## config.mk

```make
export PLATFORM = sky130hd
export DESIGN_NAME = branch_control_unit_flat
export DESIGN_NICKNAME = d
export VERILOG_FILES = /design/src/rtl/branch_pkg.sv /design/src/rtl/branch_control_unit_if.sv /design/src/rtl/branch_hazard_detector.sv /design/src/rtl/branch_control_unit.sv /design/src/flat_wrapper.sv
export SDC_FILE = /design/constraint.sdc
export NUM_CORES = 1
export LEC_CHECK = 0
export CAP_MARGIN = 20
export CELL_PAD_IN_SITES_DETAIL_PLACEMENT = 0
export CELL_PAD_IN_SITES_GLOBAL_PLACEMENT = 2
export CORE_MARGIN = 4
export CORE_UTILIZATION = 28
export DETAILED_ROUTE_END_ITERATION = 8
export GPL_TIMING_DRIVEN = 0
export PLACE_DENSITY_LB_ADDON = 0.1
export SETUP_SLACK_MARGIN = 0.1
export SLEW_MARGIN = 30
export SYNTH_ARGS = -nofsm -noshare
export SYNTH_HDL_FRONTEND = slang
export SYNTH_SLANG_ARGS = --single-unit
```

## constraint.sdc

```tcl
create_clock -name i_clock -period 3.9 [get_ports i_clock]
set_clock_uncertainty 0.15 [all_clocks]
set_input_delay 0.39 -clock i_clock [delete_from_list [all_inputs] [get_ports i_clock]]
set_output_delay 0.39 -clock i_clock [all_outputs]
set_load 0.01 [all_outputs]
```

## src/rtl/branch_pkg.sv

```systemverilog
// Shared encodings for the decode-stage branch control unit.
package branch_pkg;

    localparam int FLAG_NONE = 0;
    localparam int FLAG_JR   = 1;
    localparam int FLAG_JALR = 2;
    localparam int FLAG_BEQ  = 3;
    localparam int FLAG_BNE  = 4;
    localparam int FLAG_J    = 5;

    typedef enum logic [1:0] {
        ST_IDLE     = 2'd0,
        ST_STALL    = 2'd1,
        ST_REDIRECT = 2'd2
    } state_e;

endpackage

```

## src/rtl/branch_control_unit_if.sv

```systemverilog
// ID-stage view of the branch control unit: decode/hazard inputs and PC/pipeline strobes.
interface branch_control_unit_if #(
    parameter int CANT_BITS_ADDR           = 11,
    parameter int CANT_BITS_FLAG_BRANCH    = 3,
    parameter int CANT_BITS_DIR_REGISTROS  = 5,
    parameter int CANT_BITS_CONTADOR       = 16
);
    logic                                i_enable_etapa;
    logic [CANT_BITS_FLAG_BRANCH-1:0]    i_flag_branch;
    logic                                i_branch_control;
    logic [CANT_BITS_ADDR-1:0]           i_branch_dir;
    logic [CANT_BITS_DIR_REGISTROS-1:0]  i_rs;
    logic [CANT_BITS_DIR_REGISTROS-1:0]  i_rt;
    logic                                i_ex_reg_write;
    logic                                i_ex_mem_read;
    logic [CANT_BITS_DIR_REGISTROS-1:0]  i_ex_rd;
    logic                                i_mem_mem_read;
    logic [CANT_BITS_DIR_REGISTROS-1:0]  i_mem_rd;

    logic                                o_pc_write;
    logic                                o_pc_src;
    logic [CANT_BITS_ADDR-1:0]           o_pc_branch_dir;
    logic                                o_stall;
    logic                                o_flush_if_id;
    logic                                o_bubble_id_ex;
    logic [CANT_BITS_CONTADOR-1:0]       o_cant_branches_taken;
    logic [CANT_BITS_CONTADOR-1:0]       o_cant_stall_cycles;

    modport slave (
        input  i_enable_etapa, i_flag_branch, i_branch_control, i_branch_dir,
               i_rs, i_rt, i_ex_reg_write, i_ex_mem_read, i_ex_rd,
               i_mem_mem_read, i_mem_rd,
        output o_pc_write, o_pc_src, o_pc_branch_dir, o_stall, o_flush_if_id,
               o_bubble_id_ex, o_cant_branches_taken, o_cant_stall_cycles
    );

    modport master (
        output i_enable_etapa, i_flag_branch, i_branch_control, i_branch_dir,
               i_rs, i_rt, i_ex_reg_write, i_ex_mem_read, i_ex_rd,
               i_mem_mem_read, i_mem_rd,
        input  o_pc_write, o_pc_src, o_pc_branch_dir, o_stall, o_flush_if_id,
               o_bubble_id_ex, o_cant_branches_taken, o_cant_stall_cycles
    );

endinterface

```

## src/rtl/branch_hazard_detector.sv

```systemverilog
// Combinational stall need (0/1/2 cycles) for the branch operands in ID.
module branch_hazard_detector
    import branch_pkg::*;
#(
    parameter int CANT_BITS_FLAG_BRANCH   = 3,
    parameter int CANT_BITS_DIR_REGISTROS = 5
) (
    input  logic [CANT_BITS_FLAG_BRANCH-1:0]   i_flag_branch,
    input  logic [CANT_BITS_DIR_REGISTROS-1:0] i_rs,
    input  logic [CANT_BITS_DIR_REGISTROS-1:0] i_rt,
    input  logic                               i_ex_reg_write,
    input  logic                               i_ex_mem_read,
    input  logic [CANT_BITS_DIR_REGISTROS-1:0] i_ex_rd,
    input  logic                               i_mem_mem_read,
    input  logic [CANT_BITS_DIR_REGISTROS-1:0] i_mem_rd,
    output logic [1:0]                         o_need
);
    localparam int FW = CANT_BITS_FLAG_BRANCH;

    logic       use_rs, use_rt;
    logic [1:0] need_rs, need_rt;

    // Later checks override earlier ones, so the EX load case wins with 2.
    function automatic logic [1:0] need_of(input logic [CANT_BITS_DIR_REGISTROS-1:0] r);
        logic [1:0] n;
        n = 2'd0;
        if (r != '0) begin
            if (i_mem_mem_read && i_mem_rd == r)                    n = 2'd1;
            if (i_ex_reg_write && !i_ex_mem_read && i_ex_rd == r)   n = 2'd1;
            if (i_ex_mem_read && i_ex_rd == r)                      n = 2'd2;
        end
        return n;
    endfunction

    always_comb begin
        use_rt  = (i_flag_branch == FW'(FLAG_BEQ)) || (i_flag_branch == FW'(FLAG_BNE));
        use_rs  = use_rt || (i_flag_branch == FW'(FLAG_JR)) || (i_flag_branch == FW'(FLAG_JALR));
        need_rs = use_rs ? need_of(i_rs) : 2'd0;
        need_rt = use_rt ? need_of(i_rt) : 2'd0;
        o_need  = (need_rs > need_rt) ? need_rs : need_rt;
    end

endmodule

```

## src/rtl/branch_control_unit.sv

```systemverilog
// Stalls the front end on branch operand hazards, then redirects the PC and kills the wrong path.
module branch_control_unit
    import branch_pkg::*;
#(
    parameter int CANT_BITS_ADDR          = 11,
    parameter int CANT_BITS_FLAG_BRANCH   = 3,
    parameter int CANT_BITS_DIR_REGISTROS = 5,
    parameter int CANT_BITS_CONTADOR      = 16
) (
    input  logic                  i_clock,
    input  logic                  i_reset,
    branch_control_unit_if.slave  bif
);
    localparam int CW = CANT_BITS_CONTADOR;

    state_e                     state_q, state_d;
    logic [1:0]                 cnt_q, cnt_d;
    logic [CANT_BITS_ADDR-1:0]  dir_q, dir_d;
    logic [CW-1:0]              taken_q, taken_d;
    logic [CW-1:0]              stalls_q, stalls_d;
    logic [1:0]                 need;
    logic                       pc_write, pc_src, stall, flush, bubble;

    branch_hazard_detector #(
        .CANT_BITS_FLAG_BRANCH   (CANT_BITS_FLAG_BRANCH),
        .CANT_BITS_DIR_REGISTROS (CANT_BITS_DIR_REGISTROS)
    ) u_hazard (
        .i_flag_branch  (bif.i_flag_branch),
        .i_rs           (bif.i_rs),
        .i_rt           (bif.i_rt),
        .i_ex_reg_write (bif.i_ex_reg_write),
        .i_ex_mem_read  (bif.i_ex_mem_read),
        .i_ex_rd        (bif.i_ex_rd),
        .i_mem_mem_read (bif.i_mem_mem_read),
        .i_mem_rd       (bif.i_mem_rd),
        .o_need         (need)
    );

    always_comb begin
        state_d  = state_q;
        cnt_d    = cnt_q;
        dir_d    = dir_q;
        taken_d  = taken_q;
        stalls_d = stalls_q;
        pc_write = 1'b0;
        pc_src   = 1'b0;
        stall    = 1'b0;
        flush    = 1'b0;
        bubble   = 1'b0;
        case (state_q)
            ST_IDLE: begin
                if (need != 2'd0) begin
                    // Stall wins over a simultaneous taken decision; IDLE re-evaluates later.
                    stall    = 1'b1;
                    bubble   = 1'b1;
                    cnt_d    = need - 2'd1;
                    stalls_d = stalls_q + CW'(1);
                    if (need == 2'd2) state_d = ST_STALL;
                end else begin
                    pc_write = 1'b1;
                    if (bif.i_branch_control) begin
                        dir_d   = bif.i_branch_dir;
                        state_d = ST_REDIRECT;
                    end
                end
            end
            ST_STALL: begin
                stall    = 1'b1;
                bubble   = 1'b1;
                stalls_d = stalls_q + CW'(1);
                cnt_d    = (cnt_q != 2'd0) ? cnt_q - 2'd1 : 2'd0;
                if (cnt_q <= 2'd1) state_d = ST_IDLE;
            end
            ST_REDIRECT: begin
                // ID holds the wrong-path instruction, so its flag/decision are ignored.
                pc_write = 1'b1;
                pc_src   = 1'b1;
                flush    = 1'b1;
                bubble   = 1'b1;
                taken_d  = taken_q + CW'(1);
                state_d  = ST_IDLE;
            end
            default: state_d = ST_IDLE;
        endcase
        if (!bif.i_enable_etapa) begin
            state_d  = state_q;
            cnt_d    = cnt_q;
            dir_d    = dir_q;
            taken_d  = taken_q;
            stalls_d = stalls_q;
            pc_write = 1'b0;
            flush    = 1'b0;
            bubble   = 1'b0;
            stall    = 1'b1;
        end
    end

    always_ff @(posedge i_clock or negedge i_reset) begin
        if (!i_reset) begin
            state_q  <= ST_IDLE;
            cnt_q    <= 2'd0;
            dir_q    <= '0;
            taken_q  <= '0;
            stalls_q <= '0;
        end else begin
            state_q  <= state_d;
            cnt_q    <= cnt_d;
            dir_q    <= dir_d;
            taken_q  <= taken_d;
            stalls_q <= stalls_d;
        end
    end

    // Strobes are quiet while reset is held, even though IDLE would otherwise load the PC.
    assign bif.o_pc_write            = i_reset & pc_write;
    assign bif.o_pc_src              = i_reset & pc_src;
    assign bif.o_stall               = i_reset & stall;
    assign bif.o_flush_if_id         = i_reset & flush;
    assign bif.o_bubble_id_ex        = i_reset & bubble;
    assign bif.o_pc_branch_dir       = dir_q;
    assign bif.o_cant_branches_taken = taken_q;
    assign bif.o_cant_stall_cycles   = stalls_q;

endmodule

```

## src/flat_wrapper.sv

```systemverilog
// flat-port wrapper written by rule: the top's interface ports become plain ports
module branch_control_unit_flat import branch_pkg::*;
#(
    parameter int CANT_BITS_ADDR          = 11,
    parameter int CANT_BITS_FLAG_BRANCH   = 3,
    parameter int CANT_BITS_DIR_REGISTROS = 5,
    parameter int CANT_BITS_CONTADOR      = 16
)
  (i_clock, i_reset, bif_i_enable_etapa, bif_i_flag_branch, bif_i_branch_control, bif_i_branch_dir, bif_i_rs, bif_i_rt, bif_i_ex_reg_write, bif_i_ex_mem_read, bif_i_ex_rd, bif_i_mem_mem_read, bif_i_mem_rd, bif_o_pc_write, bif_o_pc_src, bif_o_pc_branch_dir, bif_o_stall, bif_o_flush_if_id, bif_o_bubble_id_ex, bif_o_cant_branches_taken, bif_o_cant_stall_cycles);
  branch_control_unit_if #(.CANT_BITS_ADDR(CANT_BITS_ADDR), .CANT_BITS_FLAG_BRANCH(CANT_BITS_FLAG_BRANCH), .CANT_BITS_DIR_REGISTROS(CANT_BITS_DIR_REGISTROS), .CANT_BITS_CONTADOR(CANT_BITS_CONTADOR)) bif_i ();
  input  logic i_clock;
  input  logic i_reset;
  input wire logic [$bits(bif_i.i_enable_etapa)-1:0] bif_i_enable_etapa;
  input wire logic [$bits(bif_i.i_flag_branch)-1:0] bif_i_flag_branch;
  input wire logic [$bits(bif_i.i_branch_control)-1:0] bif_i_branch_control;
  input wire logic [$bits(bif_i.i_branch_dir)-1:0] bif_i_branch_dir;
  input wire logic [$bits(bif_i.i_rs)-1:0] bif_i_rs;
  input wire logic [$bits(bif_i.i_rt)-1:0] bif_i_rt;
  input wire logic [$bits(bif_i.i_ex_reg_write)-1:0] bif_i_ex_reg_write;
  input wire logic [$bits(bif_i.i_ex_mem_read)-1:0] bif_i_ex_mem_read;
  input wire logic [$bits(bif_i.i_ex_rd)-1:0] bif_i_ex_rd;
  input wire logic [$bits(bif_i.i_mem_mem_read)-1:0] bif_i_mem_mem_read;
  input wire logic [$bits(bif_i.i_mem_rd)-1:0] bif_i_mem_rd;
  output wire logic [$bits(bif_i.o_pc_write)-1:0] bif_o_pc_write;
  output wire logic [$bits(bif_i.o_pc_src)-1:0] bif_o_pc_src;
  output wire logic [$bits(bif_i.o_pc_branch_dir)-1:0] bif_o_pc_branch_dir;
  output wire logic [$bits(bif_i.o_stall)-1:0] bif_o_stall;
  output wire logic [$bits(bif_i.o_flush_if_id)-1:0] bif_o_flush_if_id;
  output wire logic [$bits(bif_i.o_bubble_id_ex)-1:0] bif_o_bubble_id_ex;
  output wire logic [$bits(bif_i.o_cant_branches_taken)-1:0] bif_o_cant_branches_taken;
  output wire logic [$bits(bif_i.o_cant_stall_cycles)-1:0] bif_o_cant_stall_cycles;
  assign bif_i.i_enable_etapa = bif_i_enable_etapa;
  assign bif_i.i_flag_branch = bif_i_flag_branch;
  assign bif_i.i_branch_control = bif_i_branch_control;
  assign bif_i.i_branch_dir = bif_i_branch_dir;
  assign bif_i.i_rs = bif_i_rs;
  assign bif_i.i_rt = bif_i_rt;
  assign bif_i.i_ex_reg_write = bif_i_ex_reg_write;
  assign bif_i.i_ex_mem_read = bif_i_ex_mem_read;
  assign bif_i.i_ex_rd = bif_i_ex_rd;
  assign bif_i.i_mem_mem_read = bif_i_mem_mem_read;
  assign bif_i.i_mem_rd = bif_i_mem_rd;
  assign bif_o_pc_write = bif_i.o_pc_write;
  assign bif_o_pc_src = bif_i.o_pc_src;
  assign bif_o_pc_branch_dir = bif_i.o_pc_branch_dir;
  assign bif_o_stall = bif_i.o_stall;
  assign bif_o_flush_if_id = bif_i.o_flush_if_id;
  assign bif_o_bubble_id_ex = bif_i.o_bubble_id_ex;
  assign bif_o_cant_branches_taken = bif_i.o_cant_branches_taken;
  assign bif_o_cant_stall_cycles = bif_i.o_cant_stall_cycles;
  branch_control_unit #(.CANT_BITS_ADDR(CANT_BITS_ADDR), .CANT_BITS_FLAG_BRANCH(CANT_BITS_FLAG_BRANCH), .CANT_BITS_DIR_REGISTROS(CANT_BITS_DIR_REGISTROS), .CANT_BITS_CONTADOR(CANT_BITS_CONTADOR)) u_core (.i_clock(i_clock), .i_reset(i_reset), .bif(bif_i));
endmodule
```

Word level (Yosys, flattened, before mapping)
Index checks and enable logic that the tools add are counted.
{"block": "word_totals", "register_bits": 47, "elab_cells": 85, "out_inout_bits": 48}
{"block": "op_classes", "order_cmp": 2, "bitwise_logic": 6, "mux": 31, "add_sub_neg": 4, "reduce_logical": 22, "n_eq_ne": 15}
{"cell": "$add A16 B1 Y16 const B", "n": 2}
{"cell": "$pmux W16 S2", "n": 1}
{"cell": "$mux W2", "n": 15}
{"cell": "$eq A5 B5 Y1", "n": 4}
{"cell": "$mux W16", "n": 1}
{"cell": "$reduce_bool A5 Y1", "n": 2}
{"cell": "$mux W1", "n": 9}
{"cell": "$pmux W2 S2", "n": 2}
{"cell": "$reduce_and A4 Y1", "n": 2}
{"cell": "$logic_and A1 B1 Y1", "n": 7}
{"cell": "$eq A3 B2 Y1 const B", "n": 2}
{"cell": "$pmux W1 S2", "n": 3}
{"cell": "$reduce_bool A2 Y1", "n": 3}
{"cell": "$and A1 B1 Y1", "n": 5}
{"cell": "$eq A2 B2 Y1 const B", "n": 2}
{"cell": "$ne A2 B1 Y1 const B", "n": 2}
{"cell": "$sub A2 B1 Y2 const B", "n": 2}
{"cell": "$eq A3 B1 Y1 const B", "n": 1}
{"cell": "$eq A3 B3 Y1 const B", "n": 1}
{"cell": "$logic_or A1 B1 Y1", "n": 3}
{"cell": "$ne A3 B2 Y1 const B", "n": 1}
{"cell": "$ne A3 B3 Y1 const B", "n": 1}
{"cell": "$reduce_and A3 Y1", "n": 1}
{"cell": "$eq A2 B1 Y1 const B", "n": 1}
{"cell": "other kinds (7)", "n": 7}

Logic depth before layout (Yosys ltp)
Gate-level depths: netlist of run 1.
{"block": "logic_depth", "word_depth": 14, "depth_mapped": 17, "depth_no_buf": 17}

By module
Synthesis of run 1 repeated with hierarchy kept, for this count alone.
{"block": "hier_totals", "hier_cells": 262, "hier_area_um2": 2698.8}
{"mod": "branch_control_unit", "instances": 1, "cells_each": 197, "area_per_inst_um2": 2238.4}
{"mod": "branch_hazard_detector", "instances": 1, "cells_each": 65, "area_per_inst_um2": 460.4}

Least setup slack after synthesis of run 1
Ideal clock, no wire load.
{"block": "synth_path", "kind": "input port to flip-flop", "start": "input port bif_i_flag_branch[0]", "end": "register u_core.stalls_q[12], in the netlist u_core.bif.o_cant_stall_cycles[12]", "path_slack_ns": 0.511, "required_ns": 3.671, "setup_ns": 0.079, "cell_stages": 15, "n_path_buf": 0, "t_arrival_ns": 3.160, "path_cell_list": "or3b_1 > a22oi_1 > nand3_1 > ha_1 > nor2_1 > a2bb2oi_1 > nand2_1 > a211oi_1 > nor2_1 > ha_1 > nand2_1 > nand4_4 > nor3_4 > and3_1 > xor2_1"}
{"block": "synth_via", "elab_chain_cells": 10, "elab_cells_between_ends": 14, "cone_classes": "order compare: 1; eq/ne: 5; mux: 3; reduce/logical: 5"}
{"element": "start, declared", "line_no": "flat_wrapper.sv:14", "text": "input wire logic [$bits(bif_i.i_flag_branch)-1:0] bif_i_flag_branch;"}
{"element": "$eq A3 B2 Y1 or $eq A3 B3 Y1 (tied branches)", "line_no": "branch_hazard_detector.sv:36", "text": "use_rt = (i_flag_branch == FW'(FLAG_BEQ)) || (i_flag_branch == FW'(FLAG_BNE));"}
{"element": "$logic_or A1 B1 Y1", "line_no": "branch_hazard_detector.sv:36"}
{"element": "$logic_or A1 B1 Y1 (2 in series)", "line_no": "branch_hazard_detector.sv:37", "text": "use_rs = use_rt || (i_flag_branch == FW'(FLAG_JR)) || (i_flag_branch == FW'(FLAG_JALR));"}
{"element": "$mux W2", "line_no": "branch_hazard_detector.sv:38", "text": "need_rs = use_rs ? need_of(i_rs) : 2'd0;"}
{"element": "$gt A2 B2 Y1", "line_no": "branch_hazard_detector.sv:40", "text": "o_need = (need_rs > need_rt) ? need_rs : need_rt;"}
{"element": "$mux W2 (*)", "line_no": "branch_hazard_detector.sv:40"}
{"element": "$reduce_bool A2 Y1 (*)", "line_no": "branch_control_unit.sv:52", "text": "if (need != 2'd0) begin"}
{"element": "$ne A2 B1 Y1 (no line) (*)"}
{"element": "$reduce_and A3 Y1 (no line) (*)"}
{"element": "end signal, assigned", "line_no": "branch_control_unit.sv:110", "text": "stalls_q <= stalls_d;"}
{"element": "end, declared", "line_no": "branch_control_unit.sv:20", "text": "logic [CW-1:0] stalls_q, stalls_d;"}
Every way passes the cells marked *; elsewhere a longest branch is shown, timed or not.
A chain may end at the register's enable or synchronous reset.

Final worst setup path of run 1
{"block": "layout_path", "start": "input port bif_i_ex_mem_read", "end": "output port bif_o_bubble_id_ex"}
{"block": "layout_via", "elab_chain_cells": 14, "elab_cells_between_ends": 21, "cone_classes": "order compare: 1; mux: 12; bitwise: 1; reduce/logical: 7"}
{"element": "start, declared", "line_no": "flat_wrapper.sv:20", "text": "input wire logic [$bits(bif_i.i_ex_mem_read)-1:0] bif_i_ex_mem_read;"}
{"element": "$logic_not A1 Y1", "line_no": "branch_hazard_detector.sv:29", "text": "if (i_ex_reg_write && !i_ex_mem_read && i_ex_rd == r) n = 2'd1;"}
{"element": "$logic_and A1 B1 Y1 (2 in series)", "line_no": "branch_hazard_detector.sv:29"}
{"element": "$mux W2", "line_no": "branch_hazard_detector.sv:29"}
{"element": "$mux W2", "line_no": "branch_hazard_detector.sv:30", "text": "if (i_ex_mem_read && i_ex_rd == r) n = 2'd2;"}
{"element": "$mux W2", "line_no": "branch_hazard_detector.sv:27", "text": "if (r != '0) begin"}
{"element": "$mux W2, on equally long branches", "line_no": "branch_hazard_detector.sv:38, branch_hazard_detector.sv:39"}
{"element": "$gt A2 B2 Y1", "line_no": "branch_hazard_detector.sv:40"}
{"element": "$mux W2 (*)", "line_no": "branch_hazard_detector.sv:40"}
{"element": "$reduce_bool A2 Y1 (*)", "line_no": "branch_control_unit.sv:52"}
{"element": "$mux W1 (*)", "line_no": "branch_control_unit.sv:52"}
{"element": "$pmux W1 S2 (*)", "line_no": "branch_control_unit.sv:50", "text": "case (state_q)"}
{"element": "$mux W1 (*)", "line_no": "branch_control_unit.sv:85", "text": "if (!bif.i_enable_etapa) begin"}
{"element": "$and A1 B1 Y1 (*)", "line_no": "branch_control_unit.sv:119", "text": "assign bif.o_bubble_id_ex = i_reset & bubble;"}
{"element": "end, declared", "line_no": "flat_wrapper.sv:29", "text": "output wire logic [$bits(bif_i.o_bubble_id_ex)-1:0] bif_o_bubble_id_ex;"}
Marks and branches as above.

==> results of run 1 <==
[area by class of cell]
class	instances	share of cell area, %
well taps	108	3.343
plain buffers	1	0.1238
diodes	1	0.06190
multi-input cells	185	37.57
repair buffers	107	27.02
clock buffers	5	1.702
inverters	8	0.7428
flip-flops and latches	47	29.09
clock inverters	2	0.3405
[power breakdown]
group	leakage, nW	switching [mW]	internal, mW
Clock	0.0440	0.164	0.123
Combinational	1.28	0.274	0.400
Sequential	0.610	0.116	0.613
Total	1.93	0.553	1.13
[path summary, 6_finish.rpt]
path                                                                        from                                                to  slack (ns)  cells after the start
worst max-delay path                                           bif_i_ex_mem_read                                bif_o_bubble_id_ex        0.33                     15
worst max register to register                     u_core.state_q[0]$_DFFE_PN0P_    u_core.bif.o_cant_stall_cycles[12]$_DFFE_PN0P_        1.88                      7
min in group i_clock            u_core.bif.o_cant_branches_taken[15]$_DFFE_PN0P_  u_core.bif.o_cant_branches_taken[15]$_DFFE_PN0P_        0.33                      1
worst min register to register  u_core.bif.o_cant_branches_taken[15]$_DFFE_PN0P_  u_core.bif.o_cant_branches_taken[15]$_DFFE_PN0P_        0.33                      1
worst min-delay path                                                     i_reset   u_core.bif.o_cant_branches_taken[7]$_DFFE_PN0P_        0.29                      2
max in group asynchronous                                                i_reset  u_core.bif.o_cant_branches_taken[11]$_DFFE_PN0P_        2.88                      3
[state kept, by name, summed over array words and instances (netlist names)]
signal	cells
u_core.state_q	2
u_core.bif.o_cant_branches_taken	16
u_core.bif.o_pc_branch_dir	11
u_core.bif.o_cant_stall_cycles	16
u_core.cnt_q	2
[per-stage QoR]
stage / setup TNS (ns) / utilization, % / total power, mW
6_report: 0 / 45.69 / 1.688
5_1_grt: 0 / 45.69 / 1.810
4_1_cts: 0 / 43.83 / 1.707
3_5_place_dp: -10.01 / 41.05 / 1.406
3_3_place_gp: -9.031 / 40.77 / 1.399
2_1_floorplan: 0 / - / 1.041
[placed cells by master, fill, tap and decap left out, types with 3 or more instances in the layout]
cell type / n
and3_1: 9
ha_1: 8
dfrtp_1: 47
nor2_4: 3
nand4_1: 5
nor3_1: 4
xor2_1: 12
nand3_2: 3
dlymetal6s2s_1: 23
clkbuf_8: 5
nand3_1: 15
a21oi_1: 3
xnor2_1: 35
buf_2: 3
xnor2_2: 3
inv_1: 8
nand2_1: 25
nor2_1: 11
mux2_2: 12
clkdlybuf4s50_1: 61
buf_4: 18
[metal layers]
| metal | vias up | track usage [%] | share of wire [%] |
|---|---|---|---|
| met1 | 1009 | 15.38 | 45 |
| met4 | 0 | 3.134 | 1.7 |
| li1 | 1056 | - | - |
| met5 | - | 0 | 0 |
| met3 | 8 | 3.166 | 4.3 |
| met2 | 48 | 20.19 | 49 |
[cells by family (layout without fill, tap and decap cells)]
logic type / after synthesis / count (layout) / synth area share, %
adders and majority gates: 11 / 11 / 5.311
and+or+nand+nor: 94 / 94 / 20.43
xor gates and xnor gates: 50 / 50 / 16.90
buffers and inverters: 9 / 123 / 1.352
DFF: 47 / 47 / 45.39
AOI/OAI and AO/OA: 18 / 18 / 5.408
other: 0 / 1 / 0
muxes: 12 / 12 / 5.215
[timing repair]
| item | 4_1_cts | 5_1_grt |
|---|---|---|
| setup endpoints to repair | 23 | 30 |
| pin swaps | 7 | 23 |
| hold buffers | 1 | 0 |
| setup buffers | 14 | 3 |
| gates cloned | 0 | 0 |
| resized for setup | 24 | 40 |
| hold endpoints to repair | 47 | 0 |
[synth_stat cells, types with 2 or more instances]
cell type and instances:
a22o_1 2, and2_1 2, mux2_2 12, o22a_1 2, dfrtp_1 47, and3_1 9, nand2_1 26, nor2_1 15
nand3_1 18, nand4_1 5, nand3b_1 2, o21ai_0 2, nor3_1 4, xnor2_1 38, a21oi_1 3, ha_1 11
xor2_1 12, a22oi_1 2, nand4_4 2, nor3_4 2, inv_1 8
==> metrics.md, run 1 <==
| Metric | Value |
|---|---|
| Outcome | completed |
| Hold Crit Class | input port to asynchronous set/reset pin |
| Initial antenna violation count | 1 |
| Ys Warns | 0 |
| Seq/Total Area, Yosys | between 40% and 50% |
| MaxCap Viol Count | 0 |
| Reg clk slew, reported paths | roughly 0.080 ns |
| Fraction of registers with async set/reset | 100.0% |
| Hpwl dp | 4790 um |
| Routed WL | around 6400 um |
| Place WS | -0.7680 ns |
| Initial core utilization | ~29% |
| CP Launch Type | input port |
| FMAX | ~0.28 GHz |
| PD cells | 417.6 nW/um2 |
| Hold Vio Cnt, Final | 0 |
| Critical Path End Type | output pin |
| Cell Area, Synth | 2591 um2 |
| Post-route ant nets | 0 |
| Syn_nets | 293 |
| Yosys reg bits | 47 |
| Max transition margin | 77.65% |
| Crit path max fanout | 4 |
| Instance area after placement | 3632 um2 |
| Number of port buffers | 88 |
| Yosys top cell area share | around 45% |
| Fillers | 876 |
| RSZ-0062 raised after global routing | false |
| Clock H-tree levels | 2 |
| First-pass GRT wire length | 10800 um |
| DP Cell Count | ~440 |
| Critical path, cell by cell | clkdlybuf4s50_1 -> nand3_1 -> nor2_4 -> nand2_2 -> ha_4 -> nor2_2 -> a2bb2oi_2 -> buf_4 -> nor4b_4 -> nor2_2 -> ha_4 -> nor2b_4 -> nor2_1 -> nor3_1 -> buf_2 |
| Share of post-route cells with drive strength above 1 | 20.56% |
| Num CTS Buffers | 5 |
| Total GRT Usage | about an eighth |
| Total congestion overflow | 0 |
| Avg Synthesized Cell Area | about 11 um2 |
| Ports | between 80 and 90 |
| Fin cells | ~460 |
| Worst stage delay on the critical path | roughly 0.55 ns |
| Crit path kind | input port to output pin |
| Clock latency on the worst-skew pair | between 0.2 and 0.3 ns |
| Max-slew violations | 0 |
| Fin crit period | approximately 3.6 ns |
| Core Area | between 8000 and 9000 um2 |
| Leak Pwr | slightly below 2 nW |
| Post-synth EDFFs | 0 |
| Die area | between 10000 and 15000 um2 |
| CTS tree | yes |
| Worst slew pin tran | roughly 0.33 ns |
| Drt wl/cell | 13.69 um |
| Critical Path RT | around 3.4 ns |
| Main synth FF type | dfrtp_1 |
| DR DRC count | 0 |
| Pre-antenna DRT Iters | 4 |
| Register Area | 1176 um2 |
| Clk sinks | 47 |
| Multi-input gate area | 1519 um2 |
| Library cells used by synthesis | 38 |
| Routed vias/inst | 4.571 |
| Critical path arrival | a little over 3 ns |
| Slowest-stage cell, CP | clkdlybuf4s50_1 |
| Clock tree root buffer cell | clkbuf_8 |
| Nets | 407 |
| Die height | between 100 and 150 um |
| Top delay family on crit path | simple AND/OR/NAND/NOR gates |
| Vias | roughly 2100 |
| Die W | 104.2 um |
| Final setup fails | 0 |
| Placer Congestion | around 0.76 |
| Synth area leaders | dfrtp_1 (45%), xnor2_1 (13%), ha_1 (5.3%) |
| CP bufs+invs | 3 |
| Setup WS post-layout | around 0.33 ns |
| Worst hold slack | between 0.2 and 0.3 ns |
| Post-synthesis cell count | between 200 and 250 |
| Clk buf depth | 2 |
| Final period utilization | between 90% and 100% |
| Largest net degree at the start of global routing | 45 |
| Number of global-route vias before repair | roughly 2200 |
| Worst vdd ir | 0.0002573 V |
| Synth area leader | dfrtp_1 |
| DRT iter0 DRCs | 47 |
| # rows | 34 |
| Final non-filler cell area | 4043 um2 |
| Synth-to-Final Area Change | 56.01% |
Note: power is estimated with default switching activity, not from simulation.
==> inputs of run 2 (changes only) <==
--- a/config.mk
+++ b/config.mk
@@ -8,7 +8,7 @@
 export CAP_MARGIN = 20
 export CELL_PAD_IN_SITES_DETAIL_PLACEMENT = 0
 export CELL_PAD_IN_SITES_GLOBAL_PLACEMENT = 2
-export CORE_MARGIN = 4
+export CORE_MARGIN = 2
 export CORE_UTILIZATION = 28
 export DETAILED_ROUTE_END_ITERATION = 8
 export GPL_TIMING_DRIVEN = 0
==> constraint.sdc (replaced) <==
create_clock -name i_clock -period 3.6 [get_ports i_clock]
set_clock_uncertainty 0.15 [all_clocks]
set_input_delay 0.36 -clock i_clock [delete_from_list [all_inputs] [get_ports i_clock]]
set_output_delay 0.36 -clock i_clock [all_outputs]
set_load 0.01 [all_outputs]
==> metrics.md, run 2 (same netlist as run 1, synthesis figures left out) <==
| Metric | Value |
|---|---|
| First-pass GRT wire length | ~11000 um |
| Commonest non-fill, non-tap cell in the layout | clkdlybuf4s50_1 |
| Initial antenna violation count | 0 |
| Fin util | 44.63% |
| Routed vias/inst | about 4.5 |
| CTS tree | yes |
| Hold Crit Class | flop to flop |
| Die height | between 100 and 150 um |
| DP Cell Count | between 400 and 500 |
| Reg clk slew, reported paths | roughly 0.09 ns |
| Nets | approximately 420 |
| Fillers | between 900 and 1000 |
| Clock H-tree levels | 2 |
| DRT iter0 DRCs | 33 |
| MaxCap Viol Count | 0 |
| Final period utilization | ~95% |
| Worst slew pin tran | roughly 0.35 ns |
| Post-route ant nets | 0 |
| Largest net degree at the start of global routing | 32 |
| # rows | 35 |
| PD cells | 452.1 nW/um2 |
| Max transition margin | between 70% and 80% |
| Register Area | approximately 1200 um2 |
| Slowest-stage cell, CP | or3b_4 |
| RSZ-0062 raised after global routing | true |
| Crit path max fanout | 4 |
| Multi-input gate area | between 1500 and 2000 um2 |
| Die area | about 10000 um2 |
| Hold Vio Cnt, Final | 0 |
| Num CTS Buffers | 5 |
| FMAX | just under 0.3 GHz |
| Ports | 89 |
| Number of port buffers | 88 |
| Clk buf depth | 2 |
| Critical Path RT | ~3.1 ns |
| Clk sinks | 47 |
| Top delay family on crit path | simple AND/OR/NAND/NOR gates |
| Hpwl dp | approximately 4800 um |
| Placer Congestion | 0.7473 |
| Die W | around 100 um |
| Reg-to-reg critical path startpoint | u_core.state_q[0]$_DFFE_PN0P_ |
| Fin cells | 477 |
| DR DRC count | 0 |
| Clock tree root buffer cell | clkbuf_8 |
| CP Launch Type | input port |
| Pre-antenna DRT Iters | 4 |
| Vias | approximately 2200 |
| Fin crit period | ~3.4 ns |
| Critical Path Start | bif_i_flag_branch[0] |
| Final TNS setup | 0 ns |
| Core Area | between 9000 and 10000 um2 |
| Initial core utilization | 28.45% |
| Drt wl/cell | between 10 and 15 um |
| Worst vdd ir | a little under 0.0002 V |
| Critical path arrival | between 2 and 3 ns |
| Total congestion overflow | 0 |
| Critical path, cell by cell | buf_6 -> or3b_4 -> a22oi_2 -> nand2_2 -> buf_4 -> ha_1 -> a2bb2oi_2 -> buf_4 -> nor4b_4 -> nor2_2 -> ha_4 -> nor2b_4 -> buf_6 -> o31a_1 -> buf_2 |
| Final setup fails | 0 |
| Synth-to-Final Area Change | 56.88% |
| Total GRT Usage | ~13% |
| Diode count | 0 |
| Routed WL | roughly 6500 um |
| Total Power | around 1.8 mW |
| Clock latency on the worst-skew pair | ~0.29 ns |
| Critical Path End Type | output pin |
| Commonest non-fill, non-tap cells in the layout | clkdlybuf4s50_1 (58), dfrtp_1 (47), buf_4 (28) |
| Number of global-route vias before repair | approximately 2200 |
| Outcome | completed |
| Max-slew violations | 0 |
| CP bufs+invs | 5 |
| Share of post-route cells with drive strength above 1 | 31.97% |
| Min-delay src | u_core.bif.o_cant_branches_taken[15]$_DFFE_PN0P_ |
| Leak Pwr | 1.862 nW |
| Crit path kind | input port to output pin |
| Worst stage delay on the critical path | ~0.4 ns |
==> run 2: cell count changes in the layout (fill, tap and decap cells not counted), moves of 2 or more <==
cell	before	now
clkbuf_2	0	16
xnor2_1	35	27
buf_4	18	28
dlygate4sd2_1	0	2
buf_6	0	3
xnor2_2	3	11
dlymetal6s2s_1	23	2
clkdlybuf4s50_1	61	58
buf_2	3	7
==> run 2: layer usage <==
layer	up-vias	part of all wire, %	track usage, %	routed length (um)
met5	-	0	0	0
li1	1074	-	-	-
met3	4	3.2	2.368	210
met2	40	51	23.95	3327
met1	1044	44	16.64	2886
met4	0	1.0	3.583	68
==> run 2: repair_timing <==
action                                 4_1_cts  5_1_grt
hold buffers                                 1        0
gates resized for setup                     79       53
pin swaps                                   29       32
endpoints found under the hold margin       20        0
buffers inserted                            21        7
setup endpoints to repair                   33       30
==> run 2: final cells by class <==
type                       count  area share, %
buffer                         1         0.1231
clock buffer                   5          1.693
clock inverter                 2         0.3386
inverter                       8         0.7387
multi-input combinational    185          39.74
sequential                    47          28.93
tap                          111          3.416
timing repair buffer         118          25.02
==> run 2: stage by stage <==
step                      hold WS, ns  instance area [um2]  setup WS, ns
after detailed placement       0.1188                 3628       -0.9880
after CTS                      0.3350                 3973        0.1006
after floorplan              -0.08559                 2591        0.2407
after global routing           0.3483                 4065       0.05584
final                          0.3308                 4065        0.1856
after global placement         0.3155                 3611       -0.9742
==> run 2: final timing paths <==
check | endpoint | slack (ns) | depth (start not counted)
worst min-delay path | u_core.bif.o_cant_branches_taken[15]$_DFFE_PN0P_ | 0.33 | 1
worst max register to register | u_core.bif.o_cant_stall_cycles[13]$_DFFE_PN0P_ | 1.63 | 7
worst max-delay path | bif_o_stall | 0.19 | 15
min in group asynchronous | u_core.bif.o_cant_branches_taken[15]$_DFFE_PN0P_ | 0.34 | 2
max in group asynchronous | u_core.cnt_q[0]$_DFFE_PN0P_ | 2.50 | 3
worst min register to register | u_core.bif.o_cant_branches_taken[15]$_DFFE_PN0P_ | 0.33 | 1
==> run 2: worst reg2reg max path: stages, from the launching register on <==
cell     delay (ns)
dfrtp_1        0.44
inv_1          0.11
ha_1           0.31
o21a_4         0.19
nand4_4        0.15
nor2_4         0.22
and3_1         0.19
xor2_1         0.14
==> run 2: power by group <==
part | internal (mW) | switching, mW
clock network | 0.133 | 0.175
registers | 0.664 | 0.129
logic | 0.436 | 0.301
